## config.mk

```make
export PLATFORM = sky130hd
export DESIGN_NAME = ds2411_id_check
export DESIGN_NICKNAME = d
export VERILOG_FILES = /design/src/rtl/ds2411_pkg.sv /design/src/rtl/crc8_maxim_serial.sv /design/src/rtl/ds2411_id_check.sv
export SDC_FILE = /design/constraint.sdc
export NUM_CORES = 1
export LEC_CHECK = 0
export ABC_AREA = 0
export BUFFER_PORTS_ARGS = -buffer_cell sky130_fd_sc_hd__buf_2
export CORE_MARGIN = 1
export CORE_UTILIZATION = 50
export CTS_CLUSTER_SIZE = 16
export DETAILED_ROUTE_END_ITERATION = 16
export PLACE_DENSITY = 0.73
export SLEW_MARGIN = 20
export SYNTH_ARGS = -nofsm -noshare
export SYNTH_HDL_FRONTEND = slang
export SYNTH_SLANG_ARGS = --single-unit
export TNS_END_PERCENT = 1
```

## constraint.sdc

```tcl
create_clock -name clk -period 1.9 [get_ports clk]
set_clock_uncertainty 0.2 [all_clocks]
set_input_delay 0.475 -clock clk [delete_from_list [all_inputs] [get_ports clk]]
set_output_delay 0.475 -clock clk [all_outputs]
set_load 0.05 [all_outputs]
```

## src/rtl/ds2411_pkg.sv

```systemverilog
// ============================================================================
// ds2411_pkg : shared types and constants for the DS2411 ID checker
// Rev 1.0
// ============================================================================
`default_nettype none

package ds2411_pkg;

  typedef enum logic [2:0] {
    ST_IDLE  = 3'd0,
    ST_GO    = 3'd1,
    ST_WAIT  = 3'd2,
    ST_CHECK = 3'd3,
    ST_RETRY = 3'd4
  } state_t;

  localparam logic [1:0] FC_NONE  = 2'b00;
  localparam logic [1:0] FC_RDERR = 2'b01;
  localparam logic [1:0] FC_CRC   = 2'b10;
  localparam logic [1:0] FC_TMO   = 2'b11;

  // Dallas/Maxim CRC-8 polynomial x^8+x^5+x^4+1, bit-reversed form
  localparam logic [7:0] CRC8_POLY = 8'h8C;

  function automatic logic [7:0] crc8_step(input logic [7:0] crc, input logic b);
    logic [7:0] s;
    s = crc >> 1;
    if (crc[0] ^ b) s = s ^ CRC8_POLY;
    return s;
  endfunction

endpackage

`default_nettype wire

```

## src/rtl/crc8_maxim_serial.sv

```systemverilog
// ============================================================================
// crc8_maxim_serial : bit-serial Dallas CRC-8, LSB-first, init 0x00
// Rev 1.0
// ============================================================================
`default_nettype none

module crc8_maxim_serial
  import ds2411_pkg::*;
(
  input  logic       clk,
  input  logic       reset,
  input  logic       clr,
  input  logic       en,
  input  logic       bit_in,
  output logic [7:0] crc
);

  logic [7:0] crc_q;
  logic [7:0] crc_d;

  always_comb begin
    crc_d = crc_q;
    if (clr) begin
      crc_d = '0;
    end else if (en) begin
      crc_d = crc8_step(crc_q, bit_in);
    end
  end

  always_ff @(posedge clk) begin
    if (reset) begin
      crc_q <= '0;
    end else begin
      crc_q <= crc_d;
    end
  end

  assign crc = crc_q;

endmodule

`default_nettype wire

```

## src/rtl/ds2411_id_check.sv

```systemverilog
// ============================================================================
// ds2411_id_check : drives the DS2411 reader, validates ROM code, retries
// Rev 1.0
// ============================================================================
`default_nettype none

module ds2411_id_check
  import ds2411_pkg::*;
#(
  parameter int unsigned MAX_TRIES = 3,
  parameter int unsigned GO_HOLD   = 200,
  parameter int unsigned TIMEOUT   = 2_000_000,
  parameter logic [7:0]  FAMILY    = 8'h01
) (
  input  logic        clk,
  input  logic        reset,
  input  logic        start,
  output logic        rd_go,
  input  logic        rd_done,
  input  logic        rd_error,
  input  logic [63:0] rd_result,
  output logic        busy,
  output logic        id_valid,
  output logic        id_fail,
  output logic [1:0]  fail_code,
  output logic [2:0]  tries,
  output logic [7:0]  family_code,
  output logic [47:0] serial
);

  localparam int unsigned   CW        = $clog2(TIMEOUT + 1);
  localparam logic [CW-1:0] GO_LAST   = CW'(GO_HOLD - 1);
  localparam logic [CW-1:0] TMO_LAST  = CW'(TIMEOUT - 1);
  localparam logic [2:0]    TRIES_MAX = 3'(MAX_TRIES);

  state_t        state_q, state_d;
  logic [CW-1:0] cnt_q, cnt_d;
  logic [5:0]    chk_q, chk_d;
  logic [63:0]   sh_q, sh_d;
  logic          done_prev_q, err_prev_q;
  logic          id_valid_q, id_valid_d;
  logic          id_fail_q, id_fail_d;
  logic [1:0]    fail_code_q, fail_code_d;
  logic [2:0]    tries_q, tries_d;
  logic [7:0]    family_q, family_d;
  logic [47:0]   serial_q, serial_d;

  logic       crc_clr;
  logic       crc_en;
  logic       crc_bit;
  logic [7:0] crc_val;
  logic       done_rise;
  logic       err_rise;

  assign done_rise = rd_done & ~done_prev_q;
  assign err_rise  = rd_error & ~err_prev_q;

  crc8_maxim_serial u_crc (
    .clk    (clk),
    .reset  (reset),
    .clr    (crc_clr),
    .en     (crc_en),
    .bit_in (crc_bit),
    .crc    (crc_val)
  );

  always_comb begin
    state_d     = state_q;
    cnt_d       = cnt_q;
    chk_d       = chk_q;
    sh_d        = sh_q;
    id_valid_d  = id_valid_q;
    id_fail_d   = id_fail_q;
    fail_code_d = fail_code_q;
    tries_d     = tries_q;
    family_d    = family_q;
    serial_d    = serial_q;
    crc_clr     = 1'b0;
    crc_en      = 1'b0;
    crc_bit     = 1'b0;

    case (state_q)
      ST_IDLE: begin
        cnt_d = '0;
        if (start) begin
          state_d     = ST_GO;
          tries_d     = 3'd1;
          id_valid_d  = 1'b0;
          id_fail_d   = 1'b0;
          fail_code_d = FC_NONE;
        end
      end

      ST_GO: begin
        crc_clr = 1'b1;
        cnt_d   = cnt_q + CW'(1);
        if (cnt_q == GO_LAST) state_d = ST_WAIT;
      end

      // Bit 0 enters the CRC on the capture edge; the rotate brings the
      // register back to the original code after the 64th bit.
      ST_WAIT: begin
        cnt_d = cnt_q + CW'(1);
        if (err_rise) begin
          fail_code_d = FC_RDERR;
          state_d     = ST_RETRY;
        end else if (done_rise) begin
          sh_d    = {rd_result[0], rd_result[63:1]};
          crc_en  = 1'b1;
          crc_bit = rd_result[0];
          chk_d   = '0;
          state_d = ST_CHECK;
        end else if (cnt_q >= TMO_LAST) begin
          fail_code_d = FC_TMO;
          state_d     = ST_RETRY;
        end
      end

      ST_CHECK: begin
        if (chk_q == 6'd63) begin
          if ((crc_val == 8'h00) && (sh_q[7:0] == FAMILY)) begin
            family_d    = sh_q[7:0];
            serial_d    = sh_q[55:8];
            id_valid_d  = 1'b1;
            fail_code_d = FC_NONE;
            state_d     = ST_IDLE;
          end else begin
            fail_code_d = FC_CRC;
            state_d     = ST_RETRY;
          end
        end else begin
          crc_en  = 1'b1;
          crc_bit = sh_q[0];
          sh_d    = {sh_q[0], sh_q[63:1]};
          chk_d   = chk_q + 6'd1;
        end
      end

      ST_RETRY: begin
        cnt_d = '0;
        if (tries_q >= TRIES_MAX) begin
          id_fail_d = 1'b1;
          state_d   = ST_IDLE;
        end else begin
          tries_d = tries_q + 3'd1;
          state_d = ST_GO;
        end
      end

      default: state_d = ST_IDLE;
    endcase
  end

  always_ff @(posedge clk) begin
    if (reset) begin
      state_q     <= ST_IDLE;
      cnt_q       <= '0;
      chk_q       <= '0;
      sh_q        <= '0;
      done_prev_q <= 1'b0;
      err_prev_q  <= 1'b0;
      id_valid_q  <= 1'b0;
      id_fail_q   <= 1'b0;
      fail_code_q <= FC_NONE;
      tries_q     <= '0;
      family_q    <= '0;
      serial_q    <= '0;
    end else begin
      state_q     <= state_d;
      cnt_q       <= cnt_d;
      chk_q       <= chk_d;
      sh_q        <= sh_d;
      done_prev_q <= rd_done;
      err_prev_q  <= rd_error;
      id_valid_q  <= id_valid_d;
      id_fail_q   <= id_fail_d;
      fail_code_q <= fail_code_d;
      tries_q     <= tries_d;
      family_q    <= family_d;
      serial_q    <= serial_d;
    end
  end

  assign rd_go       = (state_q == ST_GO);
  assign busy        = (state_q != ST_IDLE);
  assign id_valid    = id_valid_q;
  assign id_fail     = id_fail_q;
  assign fail_code   = fail_code_q;
  assign tries       = tries_q;
  assign family_code = family_q;
  assign serial      = serial_q;

endmodule

`default_nettype wire

```

# == Word level (Yosys, flattened, before mapping) ==
# Index checks and enable logic that the tools add are counted.
# word_totals
register_bits,167
latch_bits,0
ramBits,0
romBits,0
in_bits,69
output_inout_bits,65
elab_cells,105
memories,0
# op_classes
n_addsub,3
mul,0
div,0
order_cmp,2
n_eq_ne,19
shifts,0
muxes,43
n_bitwise,6
reduce_logical,19
# op_table
cell,count
64-bit 2-to-1 mux,3
64-bit case mux with 2 select lines,1
21-bit case mux with 2 select lines,1
3-bit 2-to-1 mux,8
"21-bit by 1-bit adder with 21-bit output, second input constant",1
"21-bit by 8-bit equality test with 1-bit output, second input constant",1
"21-bit >= comparator, second input constant",1
6-bit 2-to-1 mux,3
"2-bit != test, second input constant",8
3-bit case mux with 5 select lines,1
1-bit 2-to-1 mux,12
2-bit 2-to-1 mux,6
6-bit case mux with 2 select lines,1
4-bit AND reduction,3
3-bit AND reduction,3
"8-bit by 1-bit equality test with 1-bit output, second input constant",1
8-bit logical NOT,1
8-bit 2-to-1 mux,1
1-bit case mux with 2 select lines,4
2-bit nonzero test,4
"6-bit by 1-bit adder with 6-bit output, second input constant",1
"3-bit by 2-bit equality test with 1-bit output, second input constant",2
"6-bit equality test, second input constant",1
"3-bit != test, second input constant",2
17 further kinds,22

# == Depth between registers and ports, before layout ==
# Gate-level depths: netlist of the first run.
# depth
depth_word,7
depth_mapped,9
depth_no_buf,7

# == By module ==
# Synthesis of the first run repeated with hierarchy kept, for this count alone.
# unflattened
cells_unflattened,786
hier_area_um2,6981.7
# by_module_without_submodules
module,n_inst,cells_per_inst,area_per_inst_um2,seq_area_each_um2
ds2411_id_check,1,752,6637.6,3183.1
crc8_maxim_serial,1,34,344.1,160.2

# == Least setup slack after synthesis of the first run ==
# No wires, ideal clock.
# synth_path
path_type,reg2reg
from,register state_q[0]
to,"register u_crc.crc_q[7], in the netlist u_crc.crc[7]"
setup_time_ns,0.136
arrival_time_ns,2.216
required_time_ns,1.564
setup_slack_ns,-0.652
path_stages_with_launch,6
n_path_buf,1
period_less_slack_ns,2.552
cell_sequence,dfxtp_1 inv_1 nor3_1 or2_2 clkbuf_1 a31oi_1
# synth_between
elab_cells_between_ends,9
cone_classes,eq/ne: 3; mux: 4; bitwise: 1; reduce/logical: 1
# synth_rtl
element,line,rtl
"start, declared",ds2411_id_check.sv:36,"state_t state_q, state_d;"
"start signal, assigned",ds2411_id_check.sv:169,state_q <= state_d;
3-bit by 1-bit equality test with 1-bit output,n/a,
via rd_go,ds2411_id_check.sv:18,"output logic rd_go,"
1-bit 2-to-1 mux,ds2411_id_check.sv:82,case (state_q)
2-bit OR reduction (no line),n/a,
"end signal, assigned",crc8_maxim_serial.sv:34,crc_q <= crc_d;
"end, declared",crc8_maxim_serial.sv:18,logic [7:0] crc_q;
# The timed path passes the listed nets, and every way through them passes these cells.
# A chain may end at the register's enable or synchronous reset.

# == Final worst setup path of the first run ==
# layout_path
from,register cnt_q[0]
to,"register fail_code_q[0], in the netlist fail_code[0]"
# layout_between
elab_chain_cells,3
# layout_lines
element,line,rtl
"start, declared",ds2411_id_check.sv:37,"logic [CW-1:0] cnt_q, cnt_d;"
"start signal, assigned",ds2411_id_check.sv:170,cnt_q <= cnt_d;
21-bit >= comparator,ds2411_id_check.sv:113,end else if (cnt_q >= TMO_LAST) begin
3-bit != test (no line),n/a,
5-bit AND reduction (no line),n/a,
"end signal, assigned",ds2411_id_check.sv:177,fail_code_q <= fail_code_d;
"end, declared",ds2411_id_check.sv:43,"logic [1:0] fail_code_q, fail_code_d;"
# No other way between the ends.

==> metrics, run 1 <==
status finished, violations left; violated checks negative setup slack; maximum number of pins on one net before global-route repair 75; Crit path max-delay family compound AO/OA/AOI/OAI gates; floorplan die height 120 µm; ant diodes 0; pwr dens 866 nW/µm²; total wire length after detailed routing 18300 µm; fraction of the mapped netlist area in compound gates 17.9%; adder-cell area share of the yosys netlist 0.876%; Min-Delay Path Depth 2; Die Area 14500 µm²; upper clock frequency limit 482 MHz; R2R cell count 6; total number of nets in the final design 1128; H-tree depth reported by CTS 4; cell at the root of the clock tree clkbuf_16; pin slew with the least headroom to its limit 0.495 ns; Crit path depth 6; Worst path most repeated cell a2111oi_4; # clock sinks 167; Post-Syn Nets 957; DRT antenna net count 0; critical path class flop to flop; clock-pin slew on the worst setup and hold paths 0.06 ns; share of layout cells above drive strength 1 29.9%; number of flops mapped to enable cells by yosys 0; TritonCTS clock tree built; TritonRoute pass-1 iters 6; Top-Level Pins 134; top_reg_cell synth dfxtp_1; most common cell after layout, fill and taps aside nand2_1; initial antenna violation count 1; area overhead of the layout relative to synthesis 33.7%; highest-count cells in the layout ignoring fill and taps 254 x nand2_1, 157 x dfxtp_1, 130 x buf_2; post-route worst hold slack 0.0815 ns; RePlAce Congestion 0.849; number of I/O port buffers 133; number of global-route vias before repair 6447; final worst-path cycle share 109%; Final Cell Area 9360 µm²; Sum Neg Setup Slack -2.40 ns; largest family of logic cells by synthesized area simple AND/OR/NAND/NOR gates; crit-path max FO 3; min-delay worst type input pin to flop; DRC violations left 0; setup repair after global routing missed its margin true; Synth Area per Inst 7.91 µm²; delay of the slowest cell on the worst path 0.44 ns; min setup slack post-route -0.174 ns; Mapped Cells 884; Die Span X 120 µm; crit path launch type flop; Final Hold Vio Count 0; standard-cell rows 42; share of synthesized area occupied by flip-flops and latches 47.8%; count of endpoints failing setup in the final report 59; synthesized-area fraction occupied by and/or/nand/nor cells 26.3%; wire length of the first global-routing pass 29500 µm; list of cells traversed by the critical path ha_4 -> inv_4 -> a2111oi_4 -> a31oi_4 -> a2111oi_4 -> mux2i_1; GR Util All Layers 25.2%; required time of the worst setup path 2.06 ns; number of design-rule violations left by the first detailed-router iteration 414; highest ir drop seen on vdd 0.000653 V; number of buffer and inverter instances along the worst setup path 1; mux cell area share after synthesis 0.286%; Worst EP arrival 2.23 ns; synth unique cells 54; Clock Tree Buf Depth 2; post-synthesis register bit count 167; post-place instance area 8310 µm²; vias per cell 5.48; detailed-route via count 6812; hpwl dp 11500 µm; Critical Path Sink Type flop; count of max-cap constraint violations 0; Pins Over Slew Limit 0; initial core utilization 52.0%; total global routing overflow 0; CTS Buf Count 17; number of warnings issued by yosys 0; number of fill cells 1120; Critical Path Slowest Stage Cell a2111oi_4; headroom to the max-slew limit 66.9%; final period demand of the worst path 2.07 ns; clock latency at the later pin of the worst-skew pair 0.43 ns; post-synthesis share of cell area spent on xor and xnor gates 1.88%; Synth async-reset ratio 0%; routed len/inst 14.7 µm; core area 13500 µm²; Netlist Area Pre-Place 7000 µm²; area of all sequential standard cells 3360 µm²; leak pwr 3.72 nW; area of the multi-input gates 3610 µm²
[cell usage after synthesis, types with 2 or more instances]
cell       instances  share of area [%]
nand2_1          255                 14
inv_1             13               0.70
or2_1              2               0.18
nand4_1            6               0.54
nor2b_1            5               0.45
a41oi_1            3               0.38
a2111oi_2          2               0.43
nor3_2             3               0.43
o2111ai_1          4               0.50
xnor2_1            9                1.1
o21ai_0           13               0.93
buf_6              2               0.32
dfxtp_1          167                 48
a311oi_1          64                8.0
and3_1            11               0.98
nor3_1            14                1.0
nor4_2             2               0.36
nand2b_1           4               0.36
o21a_1             2               0.21
or3_1              7               0.63
a21oi_1           75                5.4
a22oi_1            3               0.32
mux2i_1            2               0.29
xor2_1             6               0.75
a211oi_1           3               0.32
clkbuf_1          48                2.6
nor4_1             9               0.80
and4_1             2               0.25
or4_1              2               0.21
and2_1             2               0.18
a31oi_1            3               0.27
buf_2             17                1.2
nor2_1            96                5.2
ha_1               4               0.72
nand3_1            5               0.36
[cell families after synthesis]
logic type,Yosys count
adder cells (fa/ha/maj),5
AND/OR/NAND/NOR,431
XOR/XNOR,15
AO/OA/AOI/OAI,182
buffers and inverters,82
multiplexers,2
flip-flops,167
[repair_timing]
| action | 4_1_cts | 5_1_grt |
|---|---|---|
| resized for setup | 33 | 52 |
| hold buffers | 0 | 0 |
| endpoints found under the setup margin | 130 | 147 |
| pin swaps | 48 | 63 |
| cloned | 0 | 1 |
| buffers inserted | 2 | 4 |
[per-stage QoR]
step	std cells	power, W	utilization [%]	setup WS [ns]
2_1_floorplan	884	0.00417	-	-0.157
3_3_place_gp	1205	0.00443	61.8	-0.140
3_5_place_dp	1205	0.00444	61.8	-0.207
4_1_cts	1237	0.00810	67.5	-0.195
5_1_grt	1242	0.00839	69.5	-0.258
6_report	1242	0.00810	69.5	-0.174
[registers in the layout, summed over array words and instances (netlist names), 2 cells and up]
| signal | cells |
|---|---|
| chk_q | 6 |
| cnt_q | 21 |
| fail_code | 2 |
| family_code | 8 |
| serial | 48 |
| sh_q | 64 |
| state_q | 3 |
| tries | 3 |
| u_crc.crc | 8 |
[final timing paths]
check                           slack (ns)           end      start
worst max-delay path                 -0.17  fail_code[0]   cnt_q[0]
worst min-delay path                  0.08   done_prev_q    rd_done
worst max register to register       -0.17  fail_code[0]   cnt_q[0]
worst min register to register        0.25     serial[7]  serial[7]
[report_power, final]
| group | switching [W] | total [W] | internal (W) |
|---|---|---|---|
| registers | 0.0000727 | 0.00367 | 0.00359 |
| logic | 0.000457 | 0.000802 | 0.000346 |
| clock network | 0.00135 | 0.00363 | 0.00229 |
| total | 0.00188 | 0.00810 | 0.00623 |
[area by class of cell]
class                   instances  share of cell area, %
multi-input cells             635                   38.6
flip-flops and latches        167                   35.9
repair buffers                220                   15.9
clock buffers                  22                   5.07
well taps                     176                   2.35
clock inverters                 8                   1.56
inverters                      14                  0.615
[metal layers]
layer	track usage (%)	vias up	routed length, µm
li1	-	3389	-
met1	30.7	3176	8120
met2	41.8	207	8560
met3	6.65	38	1100
met4	11.1	2	497
met5	0	-	13
(Power assumes the default switching activity.)
==> inputs of run 2 (changes only) <==
--- a/config.mk
+++ b/config.mk
@@ -9,6 +9,7 @@
 export BUFFER_PORTS_ARGS = -buffer_cell sky130_fd_sc_hd__buf_2
 export CORE_MARGIN = 1
 export CORE_UTILIZATION = 50
+export CTS_CLUSTER_DIAMETER = 80
 export CTS_CLUSTER_SIZE = 16
 export DETAILED_ROUTE_END_ITERATION = 16
 export PLACE_DENSITY = 0.73
==> constraint.sdc (replaced) <==
create_clock -name clk -period 1.7 [get_ports clk]
set_clock_uncertainty 0.2 [all_clocks]
set_input_delay 0.425 -clock clk [delete_from_list [all_inputs] [get_ports clk]]
set_output_delay 0.425 -clock clk [all_outputs]
set_load 0.05 [all_outputs]
==> metrics, run 2 (same netlist as run 1, synthesis figures left out) <==
headroom to the max-slew limit 60.6% (-6.3 points); vias per cell 5.45 (-0.55%); CTS Buf Count 17 (unchanged); wire length of the first global-routing pass 30500 µm (+3.6%); Critical Path Sink Type flop; Die Span X 120 µm (unchanged); Top-Level Pins 134 (unchanged); number of global-route vias before repair 6423 (-0.37%); crit-path max FO 9 (+6); count of max-cap constraint violations 0 (unchanged); min-delay worst type input pin to flop; total wire length after detailed routing 18700 µm (+1.9%); maximum number of pins on one net before global-route repair 56 (-25%); crit path launch type flop; total number of nets in the final design 1151 (+2.0%); min setup slack post-route -0.330 ns (-0.156 ns); clock latency at the later pin of the worst-skew pair 0.43 ns (about the same); H-tree depth reported by CTS 4 (unchanged); max FFs per register 64 (unchanged); highest-count cells in the layout ignoring fill and taps 254 x nand2_1, 150 x dfxtp_1, 118 x buf_2; clock-pin slew on the worst setup and hold paths 0.06 ns (about the same); slack of the worst reg-to-reg path -0.33 ns (-0.16 ns); DRT antenna net count 0 (unchanged); Die Area 14500 µm² (unchanged); post-route worst hold slack 0.0270 ns (-0.0545 ns); violated checks negative setup slack; Pins Over Slew Limit 0 (unchanged); share of layout cells above drive strength 1 33.3% (+3.4 points); Placed Instances 1234 (+2.4%); Clock Tree Buf Depth 2 (unchanged); Min-Delay Path Depth 2 (unchanged); launch point of the worst hold path rd_done; setup repair after global routing missed its margin true; GR Util All Layers 26.2% (+1.0 points); cell at the root of the clock tree clkbuf_16; hpwl dp 11800 µm (+2.7%); Final Hold Vio Count 0 (unchanged); Final Core Density 71.6% (+2.1 points); final period demand of the worst path 2.03 ns (-0.0440 ns); ant diodes 0 (unchanged); leak pwr 3.76 nW (+0.96%); DRC violations left 0 (unchanged); critical path class flop to flop; Sum Neg Setup Slack -18.96 ns (-16.57 ns); # clock sinks 167 (unchanged); WHS Endpoint done_prev_q; most common cell after layout, fill and taps aside nand2_1; count of endpoints failing setup in the final report 146 (+150%); TritonCTS clock tree built; initial core utilization 52.0% (unchanged); total global routing overflow 0 (unchanged); Critical R2R Launch state_q[0]; R2R cell count 4 (-2); initial antenna violation count 0 (-1); required time of the worst setup path 1.84 ns (-0.22 ns); RePlAce Congestion 0.820 (-3.4%); routed len/inst 14.8 µm (+0.25%); final worst-path cycle share 119% (+10 points); Worst EP arrival 2.17 ns (-0.06 ns); TritonRoute pass-1 iters 7 (+1); detailed-route via count 6889 (+1.1%); number of fill cells 1052 (-6.1%); standard-cell rows 42 (unchanged); worst slack at placement -0.352 ns (-0.145 ns); most flop-heavy register sh_q; number of I/O port buffers 133 (unchanged); floorplan die height 120 µm (unchanged); pwr dens 903 nW/µm² (+4.3%); highest ir drop seen on vdd 0.000716 V (+9.6%); number of design-rule violations left by the first detailed-router iteration 525 (+27%); RR Endpoint cnt_q[10]; upper clock frequency limit 493 MHz (+2.2%); core area 13500 µm² (unchanged); final cell count without fillers 1263 (+1.7%); area overhead of the layout relative to synthesis 37.7%; pin slew with the least headroom to its limit 0.591 ns (+0.0965 ns); status finished, violations left
-- run 2: cell count changes in the layout (fill, tap and decap cells not counted), sizes merged --
cell,change
clkinvlp,+1
clkbuf,+7
bufinv,-3
buf,+16
-- run 2: area by class of cell --
type                    instances  area (µm²)  area share (%)
clock buffers                  22         484            5.03
repair buffers                243        1740            18.0
inverters                      14        52.6           0.545
multi-input cells             635        3700            38.4
clock inverters                 6        71.3           0.740
well taps                     176         220            2.29
flip-flops and latches        167        3370            35.0
-- run 2: report_power, final --
group	internal, W	switching, W
Sequential	0.00402	0.0000835
Clock	0.00214	0.00153
Combinational	0.000415	0.000520
Total	0.00658	0.00213
-- run 2: worst max-delay path by stage --
stage,slack (ns),endpoint,from,depth (start not counted)
after CTS,-0.26,fail_code[0],cnt_q[0],6
after floorplan,-0.25,cnt_q[14],state_q[2],6
after detailed placement,-0.35,cnt_q[10],state_q[0],4
after global placement,-0.28,cnt_q[13],state_q[0],4
final,-0.33,cnt_q[10],state_q[0],4
after global routing,-0.35,fail_code[0],cnt_q[0],6
-- run 2: worst max-delay path: stages, from the launching register on --
cell,delay [ns]
dfxtp_4,0.37
maj3_2,0.33
or4_4,0.49
or3_1,0.37
a21oi_1,0.19
-- run 2: per-stage QoR --
step	area (µm²)	power [W]
finish	9640	0.00870
global route	9640	0.00902
CTS	9430	0.00872
detailed placement	8600	0.00501
global placement	8600	0.00500
floorplan	7040	0.00467
-- run 2: what timing repair did --
item                       in CTS  in global routing
setup endpoints to repair     162                172
pin swaps                      66                 21
resized for setup              61                 54
hold buffers                    0                  0
buffers inserted                1                  0
-- run 2: layer usage --
| metal | GRT usage [%] | wire length (µm) | vias up |
|---|---|---|---|
| met5 | 0 | 0 | - |
| met4 | 8.26 | 272 | 0 |
| met3 | 6.37 | 1140 | 30 |
| met2 | 43.5 | 9070 | 224 |
| met1 | 33.6 | 8160 | 3191 |
| li1 | - | - | 3444 |
==> inputs of run 3 (changes only) <==
--- a/config.mk
+++ b/config.mk
@@ -12,7 +12,7 @@
 export CTS_CLUSTER_DIAMETER = 80
 export CTS_CLUSTER_SIZE = 16
 export DETAILED_ROUTE_END_ITERATION = 16
-export PLACE_DENSITY = 0.73
+export PLACE_DENSITY = 0.7
 export SLEW_MARGIN = 20
 export SYNTH_ARGS = -nofsm -noshare
 export SYNTH_HDL_FRONTEND = slang
==> constraint.sdc (replaced) <==
create_clock -name clk -period 2.35 [get_ports clk]
set_clock_uncertainty 0.2 [all_clocks]
set_input_delay 0.5875 -clock clk [delete_from_list [all_inputs] [get_ports clk]]
set_output_delay 0.5875 -clock clk [all_outputs]
set_load 0.05 [all_outputs]
==> metrics, run 3 (same netlist as run 1, synthesis figures left out) <==
status finished clean; final cell count without fillers 1182 (-6.4%); cell at the root of the clock tree clkbuf_16; clock-pin slew on the worst setup and hold paths 0.06 ns (about the same); leak pwr 3.22 nW (-14%); hpwl dp 10800 µm (-8.5%); Sum Neg Setup Slack 0 ns (+18.96 ns); setup repair after global routing missed its margin true; pin slew with the least headroom to its limit 0.506 ns (-0.0849 ns); delay of the slowest cell on the worst path 0.48 ns (about the same); pwr dens 739 nW/µm² (-18%); DRT antenna net count 0 (unchanged); highest-count cells in the layout ignoring fill and taps 255 x nand2_1, 165 x dfxtp_1, 131 x buf_2; Pins Over Slew Limit 0 (unchanged); critical path class flop to primary output; number of buffer and inverter instances along the worst setup path 3 (+3); post-route worst hold slack 0.177 ns (+0.150 ns); clock latency at the later pin of the worst-skew pair 0.43 ns (about the same); initial antenna violation count 0 (unchanged); Crit path max-delay family buffers and inverters; most flop-heavy register sh_q; Critical Path Slowest Stage Cell dfxtp_1; maximum number of pins on one net before global-route repair 89 (+59%); highest ir drop seen on vdd 0.000616 V (-14%); max FFs per register 64 (unchanged); wire length of the first global-routing pass 27800 µm (-8.8%); H-tree depth reported by CTS 4 (unchanged); crit-path max FO 8 (-1); Final Core Density 63.2% (-8.4 points); total number of nets in the final design 1066 (-7.4%); count of endpoints failing setup in the final report 0 (-100%); total global routing overflow 0 (unchanged); Placed Instances 1150 (-6.8%); detailed-route via count 6417 (-6.9%); Final Cell Area 8510 µm² (-12%); min-delay worst type input pin to flop; floorplan die height 120 µm (unchanged); CTS Buf Count 17 (unchanged); routed len/inst 14.0 µm (-4.9%); Power Internal 0.00482 W (-27%); TritonRoute pass-1 iters 5 (-2); Clock Tree Buf Depth 2 (unchanged); Final Hold Vio Count 0 (unchanged); number of global-route vias before repair 5785 (-9.9%); required time of the worst setup path 1.56 ns (-0.28 ns); TritonCTS clock tree built; initial core utilization 52.0% (unchanged); post-place instance area 7860 µm² (-8.7%); DRC violations left 0 (unchanged); most common cell after layout, fill and taps aside nand2_1; Top-Level Pins 134 (unchanged); final worst-path cycle share 96.9%; core area 13500 µm² (unchanged); # clock sinks 167 (unchanged); standard-cell rows 42 (unchanged); Critical Path Sink Type primary output; list of cells traversed by the critical path buf_4 -> nor3_4 -> inv_1 -> buf_2; number of I/O port buffers 133 (unchanged); switching part of the total power 23.3% (-1.2 points); crit path launch type flop; headroom to the max-slew limit 66.1% (+5.5 points); share of layout cells above drive strength 1 20.7% (-13 points); area overhead of the layout relative to synthesis 21.6%; ant diodes 0 (unchanged); total wire length after detailed routing 16600 µm (-11%); Worst EP arrival 1.49 ns (-0.68 ns); upper clock frequency limit 439 MHz; number of design-rule violations left by the first detailed-router iteration 479 (-8.8%); vias per cell 5.43 (-0.47%); Die Area 14500 µm² (unchanged); portion of total power attributed to combinational logic 8.5% (-2.2 points); Die Span X 120 µm (unchanged); RePlAce Congestion 0.812 (-0.99%); Sequential Power Share 47.3% (+0.2 points); final period demand of the worst path 2.28 ns; GR Util All Layers 24.0% (-2.3 points); count of hold-fix buffers inserted at cts 0 (unchanged); power dissipated by switching net loads 0.00146 W (-31%); clock network fraction of total power 44.3% (+2.1 points); count of max-cap constraint violations 0 (unchanged)
-- run 3: cell count changes in the layout (fill, tap and decap cells not counted), sizes merged --
cell    change
buf        -77
clkbuf      -4
bufinv      +1
clkinv      -1
-- run 3: layer usage --
metal	part of all wire (%)	track usage, %	vias to the layer above	routed length (µm)
met3	4.9	5.24	21	816
met4	1.7	10.4	0	278
met5	0	0	-	0
met2	46	37.9	139	7700
met1	47	31.5	2978	7810
li1	-	-	3279	-
-- run 3: power by group through the flow --
stage	Sequential [W]	Clock [W]	Combinational [W]
detailed placement	0.00303	0	0.000518
global route	0.00298	0.00296	0.000589
finish	0.00297	0.00278	0.000532
global placement	0.00303	0	0.000512
CTS	0.00297	0.00284	0.000528
floorplan	0.00303	0	0.000344
-- run 3: final cells by class --
class,instances,area (µm²)
Clock buffer,26,509
Clock inverter,6,88.8
Inverter,14,52.6
Timing Repair Buffer,158,936
Multi-Input combinational cell,635,3350
Tap cell,176,220
Fill cell,1207,4950
Sequential cell,167,3350
-- run 3: worst reg2reg max path: stages, from the launching register on --
cell	delay, ns
dfxtp_1	0.45
ha_2	0.27
inv_1	0.08
a2111oi_2	0.29
a31oi_1	0.20
buf_4	0.19
a21o_1	0.16
a221oi_1	0.29
-- run 3: final timing paths --
| path | end | slack (ns) | startpoint | depth (start not counted) |
|---|---|---|---|---|
| max | busy | 0.07 | state_q[2] | 4 |
| min | done_prev_q | 0.18 | rd_done | 2 |
| max reg2reg | state_q[0] | 0.11 | cnt_q[0] | 7 |
| min reg2reg | serial[37] | 0.25 | serial[37] | 2 |
-- run 3: per-stage QoR --
step	power, W	setup WS (ns)
floorplan	0.00337	0.271
global placement	0.00354	0.0690
detailed placement	0.00355	0.0540
CTS	0.00634	0.0348
global route	0.00653	-0.0475
finish	0.00628	0.0740
-- run 3: what timing repair did --
item                       in CTS  in global routing
setup buffers                   0                  0
gates resized for setup         5                  7
setup endpoints to repair       2                 70
pin swaps                       0                  3
